`src/rtl/elevator_pkg.sv`:
```
// Shared elevator constants and the per-floor call FSM state type.
package elevator_pkg;

    localparam int NUM_FLOORS = 3;
    localparam int CNT_W      = 8;

    typedef enum logic [1:0] {
        IDLE   = 2'd0,
        CALLED = 2'd1,
        HELD   = 2'd2
    } call_state_e;

endpackage

```
`src/rtl/btn_debounce.sv`:
```
// One hall button: optional 2-flop synchronizer then level debounce.
// Define CALL_LATCH_SYNC_EN to insert the synchronizer on btn_n_i.
module btn_debounce
    import elevator_pkg::*;
#(
    parameter int DEBOUNCE_CYCLES = 4
) (
    input  logic clk,
    input  logic rst_n,
    input  logic btn_n_i,
    output logic pressed_o
);

    localparam logic [CNT_W-1:0] LIMIT = CNT_W'(DEBOUNCE_CYCLES);

    logic             lvl;
    logic [CNT_W-1:0] cnt_q, cnt_d;
    logic             pressed_q, pressed_d;

`ifdef CALL_LATCH_SYNC_EN
    logic [1:0] sync_q;

    always_ff @(posedge clk or negedge rst_n) begin
        if (!rst_n) sync_q <= 2'b11;
        else        sync_q <= {sync_q[0], btn_n_i};
    end

    assign lvl = ~sync_q[1];
`else
    assign lvl = ~btn_n_i;
`endif

    // Count consecutive disagreeing samples; toggling at LIMIT keeps cnt saturated.
    always_comb begin
        cnt_d     = '0;
        pressed_d = pressed_q;
        if (lvl != pressed_q) begin
            if (cnt_q >= LIMIT - 1'b1) begin
                pressed_d = lvl;
                cnt_d     = '0;
            end else begin
                cnt_d = cnt_q + 1'b1;
            end
        end
    end

    always_ff @(posedge clk or negedge rst_n) begin
        if (!rst_n) begin
            cnt_q     <= '0;
            pressed_q <= 1'b0;
        end else begin
            cnt_q     <= cnt_d;
            pressed_q <= pressed_d;
        end
    end

    assign pressed_o = pressed_q;

endmodule

```
`src/rtl/call_latch_ctrl.sv`:
```
// Hall-call latch: per-floor debounce plus IDLE/CALLED/HELD call FSM.
// Define CALL_LATCH_SYNC_EN to synchronize btn_n before debounce.
module call_latch_ctrl
    import elevator_pkg::*;
#(
    parameter int DEBOUNCE_CYCLES = 4
) (
    input  logic                  clk,
    input  logic                  rst_n,
    input  logic [NUM_FLOORS:1]   btn_n,
    input  logic [NUM_FLOORS:1]   clr,
    output logic [NUM_FLOORS:1]   call,
    output logic [NUM_FLOORS:1]   pressed,
    output logic                  call_any
);

    call_state_e state_q [1:NUM_FLOORS];
    call_state_e state_d [1:NUM_FLOORS];

    for (genvar f = 1; f <= NUM_FLOORS; f++) begin : g_floor
        btn_debounce #(
            .DEBOUNCE_CYCLES(DEBOUNCE_CYCLES)
        ) u_db (
            .clk      (clk),
            .rst_n    (rst_n),
            .btn_n_i  (btn_n[f]),
            .pressed_o(pressed[f])
        );

        always_ff @(posedge clk or negedge rst_n) begin
            if (!rst_n) state_q[f] <= IDLE;
            else        state_q[f] <= state_d[f];
        end

        assign call[f] = (state_q[f] != IDLE);
    end

    // A clear while the button is still held is deferred until release.
    always_comb begin
        for (int f = 1; f <= NUM_FLOORS; f++) begin
            state_d[f] = state_q[f];
            case (state_q[f])
                IDLE: begin
                    if (pressed[f]) state_d[f] = CALLED;
                end
                CALLED: begin
                    if (clr[f]) state_d[f] = pressed[f] ? HELD : IDLE;
                end
                HELD: begin
                    if (!pressed[f]) state_d[f] = IDLE;
                end
                default: state_d[f] = IDLE;
            endcase
        end
    end

    assign call_any = |call;

endmodule

```
`config.mk`:
```
export PLATFORM = sky130hd
export DESIGN_NAME = call_latch_ctrl
export DESIGN_NICKNAME = d
export VERILOG_FILES = /design/src/rtl/elevator_pkg.sv /design/src/rtl/btn_debounce.sv /design/src/rtl/call_latch_ctrl.sv
export SDC_FILE = /design/constraint.sdc
export NUM_CORES = 1
export LEC_CHECK = 0
export ABC_AREA = 1
export BUFFER_PORTS_ARGS = -buffer_cell sky130_fd_sc_hd__buf_4
export CORE_UTILIZATION = 45
export DETAILED_ROUTE_END_ITERATION = 8
export PLACE_DENSITY = 0.77
export SYNTH_ARGS = -nofsm -noshare
export SYNTH_HDL_FRONTEND = slang
export SYNTH_SLANG_ARGS = --single-unit
export TNS_END_PERCENT = 5
```
`constraint.sdc`:
```
create_clock -name clk -period 0.9 [get_ports clk]
set_input_delay 0.09 -clock clk [delete_from_list [all_inputs] [get_ports clk]]
set_output_delay 0.09 -clock clk [all_outputs]
set_load 0.005 [all_outputs]
```
==> Word level (Yosys, flattened, before mapping) <==
Index checks and enable logic that the tools add are counted.
{ "word_totals": {"reg_bits": 33, "inputBits": 8, "output_inout_bits": 7, "elab_cells": 70} }
{ "classes": {"addsub": 3, "n_lt_le_gt_ge": 3, "eq_ne": 18, "mux": 21, "n_bitwise": 3, "n_reduce_logical": 13} }
{ "ops": {"columns": ["cell", "count"], "rows": [
  ["8-bit 2-to-1 mux", 6],
  ["8-bit by 1-bit adder with 8-bit output (second input constant)", 3],
  ["8-bit by 2-bit greater-or-equal comparator with 1-bit output (second input constant)", 3],
  ["2-bit 2-to-1 mux", 12],
  ["2-bit one-hot mux with 3 select lines", 3],
  ["2-bit inequality test (second input constant)", 6],
  ["3-bit AND reduction", 3],
  ["2-bit by 1-bit == test with 1-bit output (second input constant)", 3],
  ["2-bit == test (second input constant)", 3],
  ["2-bit zero test", 3],
  ["2-bit by 1-bit inequality test with 1-bit output (second input constant)", 3],
  ["2-bit AND reduction", 3],
  ["2-bit nonzero test", 3],
  ["1-bit inequality test", 3],
  ["1-bit inverter", 3],
  ["3-bit OR reduction", 1]
]} }

==> Depth between registers and ports, before layout <==
Gate-level depths: netlist of the first run.
{ "depth": {"word_depth": 3, "mapped_depth": 6, "mapped_depth_nobuf": 6} }

==> By module <==
Synthesis of the first run repeated with hierarchy kept, for this count alone.
{ "hier_totals": {"cells_unflattened": 112, "hier_area_um2": 1224.9} }
{ "by_module_without_submodules": {"columns": ["mod", "instances", "cells_per_inst", "area_per_inst_um2", "seq_area_each_um2"], "rows": [
  ["btn_debounce", 3, 26, 309.0, 225.2],
  ["call_latch_ctrl", 1, 34, 297.8, 150.1]
]} }

==> Worst setup path after synthesis of the first run <==
No wires, ideal clock.
{ "synth_timing": {"path_type": "register -> register", "startpoint": "reg g_floor[1].u_db.cnt_q[0]", "endpoint": "reg g_floor[1].u_db.cnt_q[0]", "setup_time_ns": 0.071, "t_arrival_ns": 0.892, "required_time_ns": 0.829, "path_slack_ns": -0.063, "stages_incl_launch_ff": 7, "path_buffers": 0, "period_less_slack_ns": 0.963, "cell_sequence": "dfrtp_1 ha_1 inv_1 nand2_1 nor2_2 nand2_1 nor2_1"} }
{ "synth_between": {"elab_chain_len": 3, "word_cells_on_any_way": 4, "classes_between": "1 x add/sub; 1 x order compare; 2 x mux"} }
{ "synth_lines": {"columns": ["element", "line_no", "text"], "rows": [
  ["start: declaration", "btn_debounce.sv:17", "logic [CNT_W-1:0] cnt_q, cnt_d;"],
  ["start signal: assignment", "btn_debounce.sv:52", "cnt_q <= cnt_d;"],
  ["8-bit by 1-bit adder with 8-bit output / 8-bit by 2-bit greater-or-equal comparator with 1-bit output (equally long branches)", "btn_debounce.sv:42, btn_debounce.sv:38", null],
  ["8-bit 2-to-1 mux (*)", "btn_debounce.sv:38", "if (cnt_q >= LIMIT - 1'b1) begin"],
  ["8-bit 2-to-1 mux (*)", "btn_debounce.sv:37", "if (lvl != pressed_q) begin"],
  ["via g_floor[1].u_db.cnt_d[0]", "btn_debounce.sv:17", null]
]} }
Mark *: on every way through the listed nets, which the timed path passes. The rest lies on a longest branch.
A chain may end at the register's enable or synchronous reset.

==> Worst setup path after layout of the first run <==
{ "layout_timing": {"startpoint": "reg state_q[4] (netlist name)", "endpoint": "out call_any"} }
{ "layout_between": {"elab_chain_len": 2} }
{ "layout_lines": {"columns": ["element", "line_no", "text"], "rows": [
  ["start: declaration", "call_latch_ctrl.sv:17", "call_state_e state_q [1:NUM_FLOORS];"],
  ["start signal: indexed assignment", "call_latch_ctrl.sv:32", "else state_q[f] <= state_d[f];"],
  ["2-bit nonzero test", "call_latch_ctrl.sv:35", "assign call[f] = (state_q[f] != IDLE);"],
  ["3-bit OR reduction", "call_latch_ctrl.sv:57", "assign call_any = |call;"],
  ["end: declaration", "call_latch_ctrl.sv:14", "output logic call_any"]
]} }
Every way passes these cells.

==> summary.md, run 1 <==
| Metric | Value |
|---|---|
| Final setup fails | 16 |
| Clock sinks | 33 |
| Vias in the first global route | 778 |
| Comb pwr share | 21.9% |
| Cell taking the most area after synthesis | dfrtp_1 |
| Placed Area | 1430 µm² |
| Failing checks | negative setup slack |
| Cell depth of the worst flop-to-flop path | 6 |
| Row count | 18 |
| Fin nets | 162 |
| Clock tree root buffer cell | clkbuf_4 |
| Seq cells post-synth | 33 |
| Starting DRC count in detailed routing | 1 |
| Area of the multi-input gates | 420 µm² |
| DP HPWL | 1200 µm |
| Vias per cell | 4.36 |
| Initial Util | 48.2% |
| Hold Path End | g_floor[1].u_db.pressed_o$_DFFE_PN0P_ |
| Final WS setup | -292 ps |
| Unique masters post-synth | 15 |
| Grt total ovfl | 0 |
| Die width | 54.0 µm |
| Top cells by count, synth | dfrtp_1 (33), nand2_1 (19), nor2_1 (18), inv_1 (15) |
| First-pass DRT Iterations | 4 |
| Int Power | 2.75 mW |
| Reg2Reg Capture Point | g_floor[2].u_db.cnt_q[0]$_DFF_PN0_ |
| Hold path cells | 3 |
| CTS H-tree lvls | 2 |
| Tmin final | 1190 ps |
| Hold Vio Cnt, Final | 0 |
| Final antenna-violating net count | 0 |
| Syn. warnings | 0 |
| Clk pwr share | 30.3% |
| Cell count after synthesis | 110 |
| Total Routing Usage GR | 15.4% |
| Pin count of the biggest net entering global routing | 34 |
| Count leader, synth | dfrtp_1 |
| Peak VDD IR | 1.61 mV |
| Dominant cells by area after synthesis | dfrtp_1 (68%), nand2_1 (5.9%), nor2_1 (5.6%) |
| Critical path launch point type | register |
| Initial antenna violation count | 0 |
| Wire per inst | 9.36 µm |
| R2R setup slack | -90 ps |
| CTS tree | yes |
| Routability-driven placement congestion ratio | 0.748 |
| Total Wirelength | 1700 µm |
| Cts bufs inserted | 5 |
| CTS max path bufs | 2 |
| Residual DRC | 0 |
| Fill cell count | 202 |
| Flop pwr share | 47.8% |
| Synth Cell Area | 1220 µm² |
| Die height | 54.0 µm |
| Worst clock skew | 4.17 ps |
| Status | finished with violations |
| Vias | 794 |
| Final period util | 132% |
| Crit Path Category | register to output port |
| Number of flops mapped to enable cells by yosys | 0 |
| Sequential area share after synthesis | 67.9% |
| Prevailing post-synth register cell | dfrtp_1 |
| Area grow syn2layout | 31.6% |
| Hold path start | btn_n[1] |
| MaxCap Viol Count | 0 |
| Pre-CTS setup slack | -135 ps |
| Total core area | 2520 µm² |
| Fmax | 0.839 GHz |
| Worst Path Max Fanout | 3 |
| Clock latency on the worst-skew pair | 320 ps |
| Mean Syn Cell Area | 11.1 µm² |
| PD cells | 2290 nW/µm² |
| Worst Path Required | 810 ps |
| Ports | 15 |
| Leakage | 0.776 nW |
| N_diodes | 0 |
| Cell area after layout | 1600 µm² |
| Die Area | 2910 µm² |
| Worst-path clk slew | 90 ps |
| Fraction of layout cells with a size suffix above 1 | 27.6% |
| R2R Path Start | g_floor[2].u_db.cnt_q[1]$_DFF_PN0_ |
| Crit end category | output port |
| Share of the synthesized area in the top cell type | 67.9% |
| Unrepaired setup endpoints after global routing | yes |
| Asr flop ratio synth | 100% |
| First-pass GRT wire length | 2950 µm |
| Sw Share | 25.0% |
| Worst hold-check path type | primary input to register |
| Reg area | 827 µm² |
| Crit path DAT | 1100 ps |
| Slew Viols, Final | 0 |
| Sw Pwr | 0.917 mW |
| IO buf count | 14 |
[flip-flops by register name, indices dropped and copies added, names as in the netlist]
register,count
g_floor.u_db.cnt_q,24
state_q,6
g_floor.u_db.pressed_o,3
[final cells by class]
cell class              count  area share [%]
well taps                  30            2.35
inverters                  15            3.52
repair buffers             20            10.9
clock buffers               7            3.44
multi-input cells          76            26.3
flip-flops and latches     33            51.7
clock inverters             1            1.88
[through the flow]
step / utilization [%] / hold WS (ps) / cells / TNS, ps / total power [mW]
final: 63.4 / 24.4 / 182 / -2020 / 3.67
after global routing: 63.4 / 16.1 / 182 / -3250 / 3.91
after CTS: 62.5 / 5.63 / 182 / -2340 / 3.70
after detailed placement: 56.7 / 47.4 / 171 / -944 / 2.44
after global placement: 56.7 / 39.7 / 171 / -387 / 2.39
after floorplan: - / -206 / 127 / -81.7 / 2.06
[metal layers]
metal  GRT usage [%]  share of wire (%)
met5               0                  0
met4            11.5                2.5
met3            5.37                3.8
met2            27.8                 54
met1            13.9                 40
[kinds of logic after synthesis]
group | count (synthesis) | synth area share, %
other | 1 | 0.308
AO/OA/AOI/OAI | 9 | 5.45
XOR/XNOR | 3 | 2.16
buffers and inverters | 18 | 6.48
AND/OR/NAND/NOR | 43 | 14.6
adder cells (fa/ha/maj) | 3 | 3.09
flip-flops | 33 | 67.9
[power groups by stage]
| stage | Clock (mW) | Combinational (mW) | Sequential, mW |
|---|---|---|---|
| after floorplan | 0 | 0.305 | 1.76 |
| after global placement | 0 | 0.646 | 1.75 |
| after detailed placement | 0 | 0.678 | 1.76 |
| after CTS | 1.15 | 0.795 | 1.76 |
| after global routing | 1.22 | 0.909 | 1.78 |
| final | 1.11 | 0.805 | 1.76 |
[worst max-delay path, cell delays in order (launching register included)]
cell and delay, ps:
dfrtp_1 400, nor2_2 150, nand3_1 90, buf_4 140
[layout by cell type (no fill, tap or decap), drive strengths merged]
master	synthesis	final
bufinv	0	1
nor2	21	21
o22ai	1	1
o31ai	2	2
xnor2	3	3
nand3	1	1
nand3b	2	2
dlygate4sd3	0	2
nand2	19	19
clkbuf	0	7
inv	15	15
a211oi	3	3
o21bai	3	3
buf	3	18
dfrtp	33	33
ha	3	3
conb	1	18
[timing repair]
item,in CTS,in global routing
gates resized for setup,13,6
setup endpoints to repair,16,18
hold buffers,2,0
setup buffers,1,0
pin swaps,4,2
gates cloned,0,0
endpoints found under the hold margin,34,0
[worst max-delay path by stage]
stage | startpoint | endpoint | slack [ps] | cells past startpoint
after floorplan | g_floor[1].u_db.cnt_q[0]$_DFF_PN0_ | g_floor[1].u_db.cnt_q[0]$_DFF_PN0_ | -20 | 6
after global placement | g_floor[3].u_db.cnt_q[0]$_DFF_PN0_ | g_floor[3].u_db.cnt_q[0]$_DFF_PN0_ | -70 | 6
after detailed placement | g_floor[3].u_db.cnt_q[0]$_DFF_PN0_ | g_floor[3].u_db.cnt_q[0]$_DFF_PN0_ | -130 | 6
after CTS | state_q[4]$_DFFE_PN0P_ | call_any | -320 | 3
after global routing | state_q[2]$_DFFE_PN0P_ | call_any | -370 | 3
final | state_q[4]$_DFFE_PN0P_ | call_any | -290 | 3
Power figures use the tool's default switching activity.
==> run 2: changes to the inputs <==
- clock period: 0.9 -> 0.99 ns (I/O delays scaled with it)
==> summary.md, run 2 (synthesized netlist as in run 1, its figures left out) <==
| Metric | Value |
|---|---|
| Total power | 3.18 mW (-13%) |
| Hold Vio Cnt, Final | 0 (unchanged) |
| Setup TNS | -910 ps (+1110 ps) |
| Fraction of layout cells with a size suffix above 1 | 30.3% (+2.6 points) |
| Vias per cell | 4.40 (+0.76%) |
| Clock latency on the worst-skew pair | 320 ps (about the same) |
| Clock tree root buffer cell | clkbuf_4 |
| Die width | 54.0 µm (unchanged) |
| Highest routing layer actually used | met4 |
| Worst path bufs/invs | 1 (unchanged) |
| Wire length on met2 | 905 µm (-0.77%) |
| Die Area | 2910 µm² (unchanged) |
| Routability-driven placement congestion ratio | 0.757 (+1.2%) |
| Total Wirelength | 1760 µm (+3.2%) |
| Max reg flops | 24 (unchanged) |
| Worst Path Required | 890 ps (+80 ps) |
| CTS tree | yes |
| Met1 Wirelength | 696 µm (+1.8%) |
| Final period util | 123% |
| Clock sinks | 33 (unchanged) |
| Ports | 15 (unchanged) |
| Pin count of the biggest net entering global routing | 34 (unchanged) |
| N_diodes | 0 (unchanged) |
| Cell depth of the worst flop-to-flop path | 6 (unchanged) |
| Kind of cell adding the most delay to the critical path | flip-flops |
| Tmin final | 1220 ps |
| Pre-CTS setup slack | -93.5 ps (+41.4 ps) |
| Worst Path Max Fanout | 3 (unchanged) |
| IO buf count | 14 (unchanged) |
| Cts bufs inserted | 5 (unchanged) |
| Reg2Reg Capture Point | g_floor[2].u_db.cnt_q[0]$_DFF_PN0_ |
| Failing checks | negative setup slack |
| Slew Viols, Final | 0 (unchanged) |
| CP max stage cell | dfrtp_1 |
| Final antenna-violating net count | 0 (unchanged) |
| Fill cell count | 214 (+5.9%) |
| Most frequent cells in the layout | dfrtp_1 (30), conb_1 (18), nor2_1 (15), nand2_1 (14), inv_1 (13) |
| Unrepaired setup endpoints after global routing | yes |
| First-pass DRT Iterations | 4 (unchanged) |
| Commonest non-fill, non-tap cell in the layout | dfrtp_1 |
| DP HPWL | 1180 µm (-1.7%) |
| Fin nets | 163 (+0.62%) |
| Total Routing Usage GR | 16.0% (+0.61 points) |
| Worst-path clk slew | 90 ps (about the same) |
| Die height | 54.0 µm (unchanged) |
| Final WS setup | -227 ps (+65.0 ps) |
| Area grow syn2layout | 31.6% (unchanged) |
| Initial antenna violation count | 0 (unchanged) |
| Vias in the first global route | 771 (-0.90%) |
| Wire per inst | 9.66 µm (+3.2%) |
| Hold path cells | 3 (unchanged) |
| Max stage delay on crit path | 410 ps (about the same) |
| WL met3 | 103 µm (+58%) |
| Critical path launch point type | register |
| Vias | 800 (+0.76%) |
| Initial Util | 48.2% (unchanged) |
| Total core area | 2520 µm² (unchanged) |
| Residual DRC | 0 (unchanged) |
| Leakage | 0.772 nW (-0.50%) |
| Hold path start | clr[1] |
| First-pass GRT wire length | 2950 µm (+0.24%) |
| Starting DRC count in detailed routing | 2 (+1) |
| PD cells | 1990 nW/µm² (-13%) |
| CTS max path bufs | 2 (unchanged) |
| MaxCap Viol Count | 0 (unchanged) |
| R2R setup slack | -60 ps (+30 ps) |
| CTS H-tree lvls | 2 (unchanged) |
| Crit Path Category | register to output port |
| CP Cell Sequence | nor2_2 -> nand3_2 -> buf_6 |
| Largest Register | g_floor.u_db.cnt_q |
| Worst hold-check path type | primary input to register |
| Reg area | 830 µm² (+0.30%) |
| Fmax | 0.822 GHz |
| Row count | 18 (unchanged) |
| Status | finished with violations |
| Area of the multi-input gates | 433 µm² (+3.0%) |
| Crit end category | output port |
| Crit path DAT | 1120 ps (+20 ps) |
| Peak VDD IR | 1.53 mV (-5.1%) |
| R2R Path Start | g_floor[2].u_db.cnt_q[0]$_DFF_PN0_ |
| Final setup fails | 10 (-6) |
| Grt total ovfl | 0 (unchanged) |
| Hold Path End | state_q[5]$_DFFE_PN0P_ |
| Worst clock skew | 7.75 ps (+3.58 ps) |
-- run 2: per-stage QoR --
stage | std cells | hold slack (ps) | utilization, % | instance area [µm²]
finish | 182 | 30.5 | 63.4 | 1600
global route | 182 | -0.204 | 63.4 | 1600
CTS | 181 | 12.2 | 61.5 | 1550
detailed placement | 168 | 53.7 | 55.5 | 1400
global placement | 168 | 45.7 | 55.5 | 1400
floorplan | 127 | -197 | - | 1280
-- run 2: worst reg2reg max path, stage by stage (launching register included) --
cell	delay, ps
dfrtp_1	400
ha_2	180
inv_2	50
nand2_2	60
nor2_2	110
nand2_1	90
nor2_1	100
-- run 2: how the worst max path moves through the flow --
stage / slack [ps] / to / cells after the start / start
floorplan: 30 / g_floor[1].u_db.cnt_q[0]$_DFF_PN0_ / 6 / g_floor[1].u_db.cnt_q[0]$_DFF_PN0_
global placement: -30 / g_floor[3].u_db.cnt_q[1]$_DFF_PN0_ / 6 / g_floor[3].u_db.cnt_q[0]$_DFF_PN0_
detailed placement: -90 / g_floor[2].u_db.cnt_q[0]$_DFF_PN0_ / 6 / g_floor[2].u_db.cnt_q[0]$_DFF_PN0_
CTS: -230 / call_any / 3 / state_q[1]$_DFFE_PN0P_
global route: -320 / call_any / 3 / state_q[3]$_DFFE_PN0P_
finish: -230 / call_any / 3 / state_q[3]$_DFFE_PN0P_
-- run 2: report_power, final --
| part | switching, mW | internal [mW] | leakage (nW) |
|---|---|---|---|
| combinational | 0.355 | 0.475 | 0.339 |
| sequential | 0.127 | 1.49 | 0.402 |
| clock | 0.394 | 0.335 | 0.0314 |
| total | 0.877 | 2.30 | 0.772 |
-- run 2: layer usage --
layer,vias to the layer above,track usage (%)
met5,-,0
met4,0,9.83
met3,7,10.2
met2,21,25.7
met1,373,15.2
li1,399,-
-- run 2: cell type report --
class / instances / share of cell area, %
Sequential cell: 33 / 51.8
Inverter: 15 / 3.52
Tap cell: 30 / 2.35
Multi-Input combinational cell: 76 / 27.1
Clock buffer: 7 / 3.44
Timing Repair Buffer: 21 / 11.8
-- run 2: repair_timing --
| action | CTS | global route |
|---|---|---|
| gates resized for setup | 18 | 11 |
| setup buffers | 4 | 1 |
| hold buffers | 2 | 0 |
| endpoints found under the hold margin | 34 | 0 |
| pin swaps | 13 | 4 |
| endpoints found under the setup margin | 16 | 17 |
